**config.mk**
```make
export PLATFORM = sky130hd
export DESIGN_NAME = morphologic_frame_uart_tx
export DESIGN_NICKNAME = d
export VERILOG_FILES = /design/src/rtl/morphologic_frame_uart_tx.sv
export SDC_FILE = /design/constraint.sdc
export NUM_CORES = 1
export LEC_CHECK = 0
export ABC_AREA = 0
export BUFFER_PORTS_ARGS = -buffer_cell sky130_fd_sc_hd__buf_4
export CORE_ASPECT_RATIO = 2
export CORE_MARGIN = 2
export CORE_UTILIZATION = 53
export DETAILED_ROUTE_END_ITERATION = 8
export HOLD_SLACK_MARGIN = 0.15
export PLACE_DENSITY = 0.68
export SETUP_SLACK_MARGIN = 0.2
export SYNTH_ARGS = -nofsm -noshare
export SYNTH_HDL_FRONTEND = slang
export SYNTH_SLANG_ARGS = --single-unit
```
**constraint.sdc**
```tcl
create_clock -name clk -period 7.9 [get_ports clk]
set_clock_uncertainty 0.15 [all_clocks]
set_input_delay 1.975 -clock clk [delete_from_list [all_inputs] [get_ports clk]]
set_output_delay 1.975 -clock clk [all_outputs]
set_load 0.05 [all_outputs]
```
**src/rtl/morphologic_frame_uart_tx.sv**
```systemverilog
// Packs the binary pixel stream of the morphologic operator into bytes
// (first pixel of a byte in bit 7), prefixes every frame with a sync byte,
// queues the bytes in a small FIFO and shifts them out as 8N1 UART on tx.
module morphologic_frame_uart_tx #(
  parameter int         WIDTH        = 32,
  parameter int         HEIGHT       = 24,
  parameter int         CLKS_PER_BIT = 4,
  parameter int         FIFO_DEPTH   = 16,
  parameter logic [7:0] SYNC_BYTE    = 8'hA5
) (
  input  logic clk,
  input  logic rst,
  input  logic pixel_in,
  input  logic pixel_valid,
  input  logic frame_start,
  output logic pixel_ready,
  output logic tx,
  output logic busy
);

  localparam int TOTAL = WIDTH * HEIGHT;
  localparam int CNT_W = $clog2(TOTAL + 1);
  localparam int AW    = $clog2(FIFO_DEPTH);
  localparam int CLK_W = $clog2(CLKS_PER_BIT);

  localparam logic [CNT_W-1:0] LAST_CNT  = CNT_W'(TOTAL - 1);
  localparam logic [CNT_W-1:0] CNT_ONE   = CNT_W'(1);
  localparam logic [AW:0]      OCC_ONE   = (AW + 1)'(1);
  localparam logic [AW:0]      READY_MAX = (AW + 1)'(FIFO_DEPTH - 2);
  localparam logic [AW-1:0]    PTR_ONE   = AW'(1);
  localparam logic [CLK_W-1:0] BIT_LAST  = CLK_W'(CLKS_PER_BIT - 1);

  typedef enum logic {P_IDLE, P_PACK} p_state_t;
  typedef enum logic [1:0] {U_IDLE, U_START, U_DATA, U_STOP} u_state_t;

  p_state_t         p_state, p_nxt;
  u_state_t         u_state, u_nxt;

  logic             accept;
  logic             last_pix;
  logic [CNT_W-1:0] pix_cnt, pix_cnt_nxt;
  logic [2:0]       bit_cnt, bit_cnt_nxt;
  logic [7:0]       sh_byte, sh_byte_nxt;
  logic [7:0]       merged;
  logic             push;
  logic [7:0]       push_data;

  logic [7:0]       mem [FIFO_DEPTH];
  logic [AW-1:0]    wr_ptr, rd_ptr;
  logic [AW:0]      count, count_nxt;
  logic             pop;

  logic [CLK_W-1:0] clk_cnt;
  logic [2:0]       bit_idx;
  logic             bit_done;
  logic [7:0]       tx_byte;
  logic             tx_nxt;

  assign accept   = pixel_valid && pixel_ready;
  assign last_pix = (pix_cnt == LAST_CNT);
  assign pop      = (u_state == U_IDLE) && (count != '0);
  assign bit_done = (clk_cnt == BIT_LAST);
  assign busy     = (p_state != P_IDLE) || (count != '0) || (u_state != U_IDLE);

  // Packer state register and its frame/byte counters.
  always_ff @(posedge clk) begin
    if (rst) begin
      p_state <= P_IDLE;
      pix_cnt <= '0;
      bit_cnt <= '0;
    end else begin
      p_state <= p_nxt;
      pix_cnt <= pix_cnt_nxt;
      bit_cnt <= bit_cnt_nxt;
    end
  end

  // Partial byte being assembled; pure data, so it carries no reset.
  always_ff @(posedge clk) begin
    sh_byte <= sh_byte_nxt;
  end

  // Packer next state: a frame_start always (re)opens a frame, the last pixel closes it.
  always_comb begin
    p_nxt = p_state;
    if (accept) begin
      if (frame_start) begin
        p_nxt = P_PACK;
      end else if ((p_state == P_PACK) && last_pix) begin
        p_nxt = P_IDLE;
      end
    end
  end

  // Packer outputs: header push on frame_start, data push on a full or final byte.
  always_comb begin
    push        = 1'b0;
    push_data   = sh_byte;
    sh_byte_nxt = sh_byte;
    pix_cnt_nxt = pix_cnt;
    bit_cnt_nxt = bit_cnt;
    // A fresh byte starts from zero, which also pads a short final byte.
    merged      = (bit_cnt == 3'd0) ? 8'h00 : sh_byte;
    merged[3'd7 - bit_cnt] = pixel_in;
    if (accept) begin
      if (frame_start) begin
        // Any partial byte of an interrupted frame is dropped here.
        push        = 1'b1;
        push_data   = SYNC_BYTE;
        sh_byte_nxt = {pixel_in, 7'b0};
        pix_cnt_nxt = CNT_ONE;
        bit_cnt_nxt = 3'd1;
      end else if (p_state == P_PACK) begin
        sh_byte_nxt = merged;
        pix_cnt_nxt = pix_cnt + CNT_ONE;
        bit_cnt_nxt = bit_cnt + 3'd1;
        if ((bit_cnt == 3'd7) || last_pix) begin
          push      = 1'b1;
          push_data = merged;
        end
        if (last_pix) begin
          pix_cnt_nxt = '0;
          bit_cnt_nxt = 3'd0;
        end
      end
    end
  end

  // FIFO occupancy after this edge's push and pop.
  always_comb begin
    count_nxt = count;
    case ({push, pop})
      2'b10:   count_nxt = count + OCC_ONE;
      2'b01:   count_nxt = count - OCC_ONE;
      default: count_nxt = count;
    endcase
  end

  // FIFO pointers, occupancy and registered ready (at least two free slots).
  always_ff @(posedge clk) begin
    if (rst) begin
      wr_ptr      <= '0;
      rd_ptr      <= '0;
      count       <= '0;
      pixel_ready <= 1'b1;
    end else begin
      if (push) wr_ptr <= wr_ptr + PTR_ONE;
      if (pop)  rd_ptr <= rd_ptr + PTR_ONE;
      count       <= count_nxt;
      pixel_ready <= (count_nxt <= READY_MAX);
    end
  end

  // FIFO storage and the UART byte register loaded on pop.
  always_ff @(posedge clk) begin
    if (push) mem[wr_ptr] <= push_data;
    if (pop)  tx_byte     <= mem[rd_ptr];
  end

  // UART state register with bit-period and bit-index counters.
  always_ff @(posedge clk) begin
    if (rst) begin
      u_state <= U_IDLE;
      clk_cnt <= '0;
      bit_idx <= '0;
    end else begin
      u_state <= u_nxt;
      if ((u_state == U_IDLE) || bit_done) begin
        clk_cnt <= '0;
      end else begin
        clk_cnt <= clk_cnt + CLK_W'(1);
      end
      if (u_state == U_IDLE) begin
        bit_idx <= '0;
      end else if ((u_state == U_DATA) && bit_done) begin
        bit_idx <= bit_idx + 3'd1;
      end
    end
  end

  // UART next state: start, eight data bits, stop, then one idle cycle to pop.
  always_comb begin
    u_nxt = u_state;
    case (u_state)
      U_IDLE:  if (count != '0) u_nxt = U_START;
      U_START: if (bit_done) u_nxt = U_DATA;
      U_DATA:  if (bit_done && (bit_idx == 3'd7)) u_nxt = U_STOP;
      U_STOP:  if (bit_done) u_nxt = U_IDLE;
      default: u_nxt = U_IDLE;
    endcase
  end

  // UART line level for the current state, LSB first.
  always_comb begin
    tx_nxt = 1'b1;
    case (u_state)
      U_START: tx_nxt = 1'b0;
      U_DATA:  tx_nxt = tx_byte[bit_idx];
      default: tx_nxt = 1'b1;
    endcase
  end

  // Registered line driver; reset forces the line idle immediately.
  always_ff @(posedge clk) begin
    if (rst) begin
      tx <= 1'b1;
    end else begin
      tx <= tx_nxt;
    end
  end

endmodule

```
==> run metrics, run 1 <==
# IOs=8; Overflow after GRT=0; Worst Path Required=8.06 ns; final WL=15300 um; DIE AREA=15700 um^2; First-pass DRT Iterations=5; CP Launch Type=primary input; nets@finish=512; share of cells above drive strength 1=0.142; synth warn=0; Chip Height=175 um; DR WL/cell=22.0 um; Starting Density=0.542; Finished Core Util=0.600; post_cts resized=0; CTS tree=yes; status=completed; htree depth=4; Syn Area/Cell=16.2 um^2; syn_nets=505; DP Wirelength=10800 um; setup bufs post-CTS=0; GRT Total Usage=0.212; RSZ-0062 raised after global routing=false; worst skew pair latency=0.42 ns; CTS Buf Count=17; Worst VDD drop=0.142 mV; post-route ant nets=0; antenna cells=0; top-count cell post-synth=edfxtp_1; # setup viols final=0; Synth async-reset ratio=0; synth unique cells=53; cell area after synthesis=7780 um^2; clk slew on worst S/H paths=0.07 ns; Cell Pwr Density=295 nW/um^2; # hold bufs at CTS=0; Longest Clk Path Bufs=2; Die Wd=89.7 um; Final Max Slew Viols=0; setup TNS=0 ns; Iteration-0 DRC Markers=170; WS Path Type=primary input to register; detailed-route DRC error count=0; largest net degree at the start of global routing=36; gpl congestion=0.875; CP arrival=4.53 ns; Final WS setup=3.53 ns; via count=4141; initial antenna violation count=0; fmax=229 MHz; worst-margin pin slew=1.37 ns; DR vias/cell=5.98; largest area contributor in the netlist=edfxtp_1; top-area cell type share of the netlist area=0.556; Main synth FF type=edfxtp_1; worst hold-check path type=register to register; Rows=62; first-pass GRT wire length=23800 um; CTS Sinks=180; Mapped Cells=481; Yosys reg bits=180; Setup WS pre-CTS=3.16 ns; Setup crit end kind=register; P&R area growth vs syn=10.6%; critical path peak fanout=19; IO Port Bufs=7; Hold Vio Cnt, Final=0; Core ar.=14400 um^2; sequential share of the synthesized area=0.648; MaxCap Viol Count=0; Root Driver=clkbuf_16; fin crit period=4.37 ns; worst rel slew slack=0.0843; final worst-path cycle share=0.553; synth top area cells=edfxtp_1, mux4_1, dfxtp_1; Pleak=0.00289 uW; commonest cells in the netlist=edfxtp_1, nor2_1, dfxtp_1, mux4_1, nand2_1; vias in the first global route=4395; EDFF count, synth=144
==> state kept, by name, indices dropped and copies added (netlist names) <==
register / flops
bit_cnt: 3
bit_idx: 3
clk_cnt: 2
count: 5
mem: 128
p_state: 1
pix_cnt: 10
pixel_ready: 1
rd_ptr: 4
sh_byte: 8
tx: 1
tx_byte: 8
u_state: 2
wr_ptr: 4
==> path summary, 6_finish.rpt <==
path                                 from                      to  slack (ns)  cells past startpoint
hold reg to reg     clk_cnt[0]$_SDFF_PP0_   clk_cnt[0]$_SDFF_PP0_        0.29                      1
hold / removal      clk_cnt[0]$_SDFF_PP0_   clk_cnt[0]$_SDFF_PP0_        0.29                      1
setup reg to reg  pix_cnt[0]$_SDFFE_PP0P_  pixel_ready$_SDFF_PP1_        4.13                     13
setup / recovery              frame_start  pixel_ready$_SDFF_PP1_        3.53                     13
==> cells by family (layout without fill, tap and decap cells) <==
group	after synthesis	count (layout)	synth area share
muxes	54	54	0.152
adders and majority gates	19	19	0.0305
DFF	180	180	0.648
buffers and inverters	33	53	0.0212
AOI/OAI and AO/OA	47	47	0.0428
and+or+nand+nor	126	126	0.0802
xor gates and xnor gates	22	22	0.0248
==> cells in the final DEF, fill, tap and decap left out, drive strengths merged, types with 11 or more instances in the layout <==
cell type,instances
inv,17
dfxtp,36
nand2,20
ha,19
mux4,42
nor3,15
edfxtp,144
nor2,56
clkbuf,18
buf,11
xor2,13
==> per-layer routing <==
metal,up-vias,wire [um],track usage
met4,0,824,0.119
li1,1900,-,-
met1,2106,5170,0.213
met2,97,8840,0.386
met5,-,0,0
met3,38,441,0.0442
==> layout make-up <==
cell class	count	area, um^2
Clock buffer	18	429
Clock inverter	14	186
Fill cell	1095	5740
Inverter	10	37.5
Multi-Input combinational cell	268	2580
Sequential cell	180	5050
Tap cell	192	240
Timing Repair Buffer	11	82.6
==> stage by stage <==
stage	hold slack, ns	std cells	area, um^2	total power, uW
finish	0.288	693	8610	2540
global route	0.322	693	8610	2650
CTS	0.287	693	8610	2570
detailed placement	0.277	661	7990	1710
global placement	0.265	661	7990	1690
floorplan	0.257	481	7780	1560
==> critical path: stages <==
cell     delay [ns]
buf_4          0.20
a21oi_1        0.07
o31ai_2        0.10
and2_1         0.36
inv_2          0.13
ha_1           0.33
xor2_1         0.18
ha_1           0.23
a21oi_1        0.19
xor2_1         0.19
nor2_1         0.08
xnor2_1        0.15
o32a_1         0.33
==> where the power goes <==
group | internal [uW] | leakage (uW) | total (uW) | switching (uW)
logic | 227 | 0.000995 | 505 | 277
registers | 1120 | 0.00161 | 1180 | 60.7
clock network | 483 | 0.000291 | 859 | 376
Power figures use the tool's default switching activity.
==> run 2: changes to the inputs <==
Clock period 7.9 ns to 4.24 ns, I/O delays scaled along.
==> run 2 against run 1 <==
Effect of this change: sequential power increased by 90%; count of clock-buffer cells in the layout unchanged; register-to-register slack got worse by 3.4 ns; global-route usage increased by 0.77 points; critical path type is now register to register; non-clock buffer count increased by 8; hold slack got worse by 0.0029 ns; first-iteration DRC count increased by 79%; wire length increased by 5.4%; via count increased by 1.2%; sequential share of layout area decreased by 0.17 points; clock power increased by 78%.
==> run metrics, run 2 (synthesized netlist as in run 1, its figures left out) <==
fin crit period=3.48 ns; commonest non-fill, non-tap cell in the layout=edfxtp_1 (unchanged); Longest Clk Path Bufs=2 (unchanged); final worst-path cycle share=0.821; WS Path Type=register to register (was primary input to register); Pleak=0.00293 uW (was 0.00289 uW); # hold bufs at CTS=0 (unchanged); first-pass GRT wire length=24400 um (was 23800 um); critical path peak fanout=8 (was 19); htree depth=4 (unchanged); IO Port Bufs=7 (unchanged); P&R area growth vs syn=10.9% (was 10.6%); CTS Buf Count=17 (unchanged); Slowest-stage cell, CP=dfxtp_1 (was and2_1); CTS Sinks=180 (unchanged); DR vias/cell=5.98 (about the same); fmax=287 MHz; First-pass DRT Iterations=5 (unchanged); Top reg by flops=mem (unchanged); # IOs=8 (unchanged); setup bufs post-CTS=0 (unchanged); Tot Pwr=4680 uW (was 2540 uW); crit path cell chain=ha_1 > nand3_1 > o31ai_2 > and2_1 > inv_2 > ha_1 > xor2_1 > ha_1 > a21oi_1 > xor2_1 > nor2_1 > xnor2_1 > o32a_1 (was buf_4 > a21oi_1 > o31ai_2 > and2_1 > inv_2 > ha_1 > xor2_1 > ha_1 > a21oi_1 > xor2_1 > nor2_1 > xnor2_1 > o32a_1); largest net degree at the start of global routing=36 (unchanged); DP Wirelength=11200 um (was 10800 um); Iteration-0 DRC Markers=304 (was 170); status=completed (unchanged); DIE AREA=15700 um^2 (unchanged); Rows=62 (unchanged); GRT Total Usage=0.220 (was 0.212); leading cell types in the layout, fill and taps excluded=edfxtp_1, nor2_1, dfxtp_1 (unchanged); Worst VDD drop=0.284 mV (was 0.142 mV); MaxCap Viol Count=0 (unchanged); Cell Pwr Density=543 nW/um^2 (was 295 nW/um^2); worst skew pair latency=0.44 ns (was 0.42 ns); CP Launch Type=register (was primary input); Chip Height=175 um (unchanged); post_cts resized=0 (unchanged); gpl congestion=0.908 (was 0.875); antenna cells=0 (unchanged); Finished Core Util=0.602 (was 0.600); Setup crit end kind=register (unchanged); worst rel slew slack=0.216 (was 0.0843); Hold Crit Depth=1 (unchanged); final WL=16100 um (was 15300 um); CP max stage delay=0.39 ns (was 0.36 ns); Overflow after GRT=0 (unchanged); CP dominant cell by count=ha_1; worst-margin pin slew=1.18 ns (was 1.37 ns); number of cells on the critical path=13 (unchanged); Root Driver=clkbuf_16 (unchanged); setup TNS=0 ns (unchanged); nets@finish=520 (was 512); Final Max Slew Viols=0 (unchanged); CTS tree=yes (unchanged); vias in the first global route=4387 (was 4395); initial antenna violation count=0 (unchanged); CP arrival=3.66 ns (was 4.53 ns); Starting Density=0.542 (unchanged); # setup viols final=0 (unchanged); Layout Cells excl Fill=701 (was 693); Reg2Reg Depth=13 (unchanged); DR WL/cell=23.0 um (was 22.0 um); CP bufs+invs=1 (was 2); post-route ant nets=0 (unchanged); Worst Path Required=4.41 ns (was 8.06 ns); via count=4190 (was 4141); detailed-route DRC error count=0 (unchanged); placed insts=669 (was 661); Die Wd=89.7 um (unchanged); CP top delay family=compound AO/OA/AOI/OAI gates (unchanged); RSZ-0062 raised after global routing=false (unchanged); Top Registers=mem x128, pix_cnt x10 (unchanged); worst hold-check path type=register to register (unchanged); Core ar.=14400 um^2 (unchanged); clk slew on worst S/H paths=0.07 ns (about the same); Largest register FFs=128 (unchanged); Hold Vio Cnt, Final=0 (unchanged); share of cells above drive strength 1=0.155 (was 0.142)
==> run 2: cell types whose count changed in the layout (fill, tap and decap cells not counted) <==
cell,change
inv_8,+2
buf_4,+8
inv_6,+1
bufinv_16,-2
clkinvlp_4,-2
clkinv_4,+1
==> run 2: final timing paths <==
path                                         startpoint                endpoint  slack, ns
worst max-delay path            pix_cnt[0]$_SDFFE_PP0P_  pixel_ready$_SDFF_PP1_       0.76
worst min-delay path              clk_cnt[0]$_SDFF_PP0_   clk_cnt[0]$_SDFF_PP0_       0.29
worst max register to register  pix_cnt[0]$_SDFFE_PP0P_  pixel_ready$_SDFF_PP1_       0.76
worst min register to register    clk_cnt[0]$_SDFF_PP0_   clk_cnt[0]$_SDFF_PP0_       0.29
==> run 2: routing by layer <==
metal	GRT usage	share of wire	vias to the layer above
met5	0	0	-
met3	0.0357	0.024	36
met1	0.222	0.35	2143
met2	0.414	0.59	97
met4	0.107	0.043	0
li1	-	-	1914
==> run 2: cell type report <==
type                    instances  area, um^2
fillers                      1057        5720
flip-flops and latches        180        5050
multi-input cells             268        2580
clock buffers                  18         429
well taps                     192         240
clock inverters                14         151
repair buffers                 19         143
inverters                      10        37.5
==> run 2: where the power goes <==
group	internal (uW)	switching [uW]
logic	432	481
clock network	792	740
registers	2080	164
==> run 2: stage by stage <==
step	hold slack, ns	worst slack (ns)	instance area (um^2)
2_1_floorplan	0.257	0.764	7780
3_3_place_gp	0.265	0.702	8050
3_5_place_dp	0.280	0.477	8050
4_1_cts	0.291	0.769	8630
5_1_grt	0.315	0.538	8630
6_report	0.285	0.757	8630
==> run 3: changes to the inputs <==
Settings changed: ABC_AREA 0 to 1.
Clock period 4.24 ns to 3.3 ns, I/O delays scaled along.
==> run 3 against run 2 <==
Effect of this change: clock power rose by 36%; core utilization up 0.81 points; sequential share of layout area is 2.3 points lower; sequential power rose by 24%; largest cell class unchanged; highest routed layer unchanged; combinational power increased by 76%; critical path depth grew 13; synthesized cell count up 61%; hold slack got worse by 0.0039 ns; maximum frequency grew 22%; first-iteration DRC count is 66% higher; area after synthesis is 2.5% higher.
==> run metrics, run 3 <==
status=completed (unchanged); Syn Area/Cell=10.3 um^2 (was 16.2 um^2); Die Wd=90.8 um (was 89.7 um); Worst VDD drop=0.540 mV (was 0.284 mV); P&R area growth vs syn=12.6% (was 10.9%); CP arrival=3.05 ns (was 3.66 ns); worst skew pair latency=0.43 ns (was 0.44 ns); clk slew on worst S/H paths=0.07 ns (about the same); Pleak=0.00327 uW (was 0.00293 uW); Synth async-reset ratio=0 (unchanged); Main synth FF type=edfxtp_1 (unchanged); CTS Sinks=180 (unchanged); area share of fa/ha/maj cells after synthesis=0.0298 (was 0.0305); largest area contributor in the netlist=edfxtp_1 (unchanged); top-area cell type share of the netlist area=0.542 (was 0.556); Top Registers=mem x128, pix_cnt x10 (unchanged); CP bufs+invs=4 (was 1); post-route ant nets=0 (unchanged); htree depth=4 (unchanged); Root Driver=clkbuf_16 (unchanged); detailed-route DRC error count=0 (unchanged); leading cell types in the layout, fill and taps excluded=nor2_1, edfxtp_1, nand2_1 (was edfxtp_1, nor2_1, dfxtp_1); EDFF count, synth=144 (unchanged); Longest Clk Path Bufs=2 (unchanged); Core ar.=14700 um^2 (was 14400 um^2); multiplexer share of the synthesized area=0 (was 0.152); post-synthesis compound-gate area fraction=0.113 (was 0.0428); cell area after synthesis=7980 um^2 (was 7780 um^2); worst-margin pin slew=0.833 ns (was 1.18 ns); DIE AREA=16100 um^2 (was 15700 um^2); number of cells on the critical path=26 (was 13); Final Max Slew Viols=0 (unchanged); Comb pwr share=0.249 (was 0.195); largest net degree at the start of global routing=67 (was 36); Rows=63 (was 62); CP endpoint=pixel_ready$_SDFF_PP1_ (unchanged); worst rel slew slack=0.445 (was 0.216); IO Port Bufs=7 (unchanged); sequential power share=0.430 (was 0.478); final worst-path cycle share=0.866 (was 0.821); # IOs=8 (unchanged); synth warn=0 (unchanged); # setup viols final=0 (unchanged); Setup crit end kind=register (unchanged); nets@finish=825 (was 520); # hold bufs at CTS=0 (unchanged); synth unique cells=33 (was 53); Mapped Cells=776 (was 481); setup bufs post-CTS=0 (unchanged); top-count cell post-synth=nor2_1 (was edfxtp_1); final WL=18300 um (was 16100 um); sequential share of the synthesized area=0.632 (was 0.648); CP dominant cell by count=nand2_1 (was ha_1); Starting Density=0.541 (was 0.542); internal power=4350 uW (was 3300 uW); register area=5050 um^2 (unchanged); Simple-Gate Fraction of Synth Area=0.174 (was 0.0802); Slowest-stage cell, CP=dfxtp_1 (unchanged); Yosys reg bits=180 (unchanged); DR vias/cell=5.61 (was 5.98); worst hold-check path type=register to register (unchanged); R2R Path Start=pix_cnt[0]$_SDFFE_PP0P_ (unchanged); first-pass GRT wire length=29600 um (was 24400 um); CTS tree=yes (unchanged); Sw Share=0.326 (was 0.296); fin crit period=2.86 ns (was 3.48 ns); MaxCap Viol Count=0 (unchanged); Hold Vio Cnt, Final=0 (unchanged); Clock Power Share=0.321 (was 0.327); share of cells above drive strength 1=0.117 (was 0.155); Chip Height=178 um (was 175 um); DR WL/cell=18.1 um (was 23.0 um); Worst Path Required=3.49 ns (was 4.41 ns); DP Wirelength=12400 um (was 11200 um); Overflow after GRT=0 (unchanged); Cell Pwr Density=719 nW/um^2 (was 543 nW/um^2); WS Path Type=register to register (unchanged); via count=5659 (was 4190); Largest register FFs=128 (unchanged); CP max stage delay=0.36 ns (was 0.39 ns); critical path peak fanout=6 (was 8); Net Switching=2110 uW (was 1380 uW); fmax=350 MHz (was 287 MHz); CTS Buf Count=17 (unchanged); initial antenna violation count=0 (unchanged); Post-Synth XOR/XNOR Area=0.00768 (was 0.0248); CP Launch Type=register (unchanged); Top reg by flops=mem (unchanged); RSZ-0062 raised after global routing=false (unchanged); largest family of logic cells by synthesized area=simple AND/OR/NAND/NOR gates (was multiplexers); post_cts resized=0 (unchanged); GRT Total Usage=0.243 (was 0.220); worst hold slack=0.281 ns (was 0.285 ns); gpl congestion=0.851 (was 0.908); First-pass DRT Iterations=5 (unchanged); synth top area cells=edfxtp_1, dfxtp_1, nor2_1 (was edfxtp_1, mux4_1, dfxtp_1); commonest cells in the netlist=nor2_1, edfxtp_1, nand2_1, o21ai_0, inv_1 (was edfxtp_1, nor2_1, dfxtp_1, mux4_1, nand2_1); setup TNS=0 ns (unchanged); Fill cells=1227 (was 1057); CP top delay family=simple AND/OR/NAND/NOR gates (was compound AO/OA/AOI/OAI gates); area of the multi-input gates=2600 um^2 (was 2580 um^2); reg-to-reg slack, setup=0.44 ns (was 0.76 ns); vias in the first global route=5740 (was 4387); syn_nets=800 (was 505); critical path startpoint=pix_cnt[0]$_SDFFE_PP0P_ (unchanged); Iteration-0 DRC Markers=506 (was 304); commonest non-fill, non-tap cell in the layout=nor2_1 (was edfxtp_1); Reg-to-Reg End=pixel_ready$_SDFF_PP1_ (unchanged); antenna cells=0 (unchanged); Reg2Reg Depth=26 (was 13)
-- run 3: cell types whose count changed after synthesis, sizes merged, moves of 13 or more --
| cell | previous run | this run |
|---|---|---|
| nand3 | 5 | 43 |
| o211ai | 1 | 34 |
| nor2 | 56 | 154 |
| o21ai | 9 | 94 |
| inv | 10 | 53 |
| mux4 | 42 | 0 |
| nand2 | 20 | 112 |
| a21oi | 7 | 20 |
-- run 3: worst min path at each step --
stage                                from                     to  slack, ns  cells after the start
floorplan           clk_cnt[0]$_SDFF_PP0_  clk_cnt[0]$_SDFF_PP0_       0.26                      1
global placement    clk_cnt[0]$_SDFF_PP0_  clk_cnt[0]$_SDFF_PP0_       0.27                      1
detailed placement  clk_cnt[0]$_SDFF_PP0_  clk_cnt[0]$_SDFF_PP0_       0.28                      1
CTS                 clk_cnt[0]$_SDFF_PP0_  clk_cnt[0]$_SDFF_PP0_       0.29                      1
global route        clk_cnt[0]$_SDFF_PP0_  clk_cnt[0]$_SDFF_PP0_       0.32                      1
finish              clk_cnt[0]$_SDFF_PP0_  clk_cnt[0]$_SDFF_PP0_       0.28                      1
-- run 3: power by group through the flow --
stage / Clock [uW] / Sequential [uW] / Combinational (uW)
after floorplan: 0 / 2780 / 1110
after global routing: 2190 / 2800 / 1800
after detailed placement: 0 / 2830 / 1570
final: 2080 / 2780 / 1610
after CTS: 2100 / 2780 / 1590
after global placement: 0 / 2820 / 1510
-- run 3: area by class of cell --
type / instances / area share
timing repair buffer: 38 / 0.0317
multi-input combinational: 510 / 0.290
tap: 195 / 0.0272
sequential: 180 / 0.562
inverter: 54 / 0.0226
clock inverter: 14 / 0.0195
clock buffer: 18 / 0.0478
-- run 3: cell families (layout without fill, tap and decap cells) --
group / after synthesis / after routing
AO/OA/AOI/OAI: 158 / 158
buffers and inverters: 86 / 124
flip-flops: 180 / 180
adder cells (fa/ha/maj): 19 / 19
AND/OR/NAND/NOR: 326 / 326
XOR/XNOR: 7 / 7
-- run 3: layer usage --
layer,vias to the layer above,share of wire,GRT usage
met5,-,0,0
met4,0,0.043,0.146
met3,41,0.031,0.0374
met2,163,0.55,0.449
met1,2719,0.37,0.258
li1,2736,-,-
-- run 3: metrics by stage --
stage	total power (uW)	area [um^2]	setup WS, ns	utilization	std cells
2_1_floorplan	3890	7980	0.376	-	776
3_3_place_gp	4330	8370	0.173	0.568	977
3_5_place_dp	4400	8370	0.0324	0.568	977
4_1_cts	6460	8970	0.330	0.609	1009
5_1_grt	6790	8990	0.192	0.610	1009
6_report	6460	8990	0.442	0.610	1009
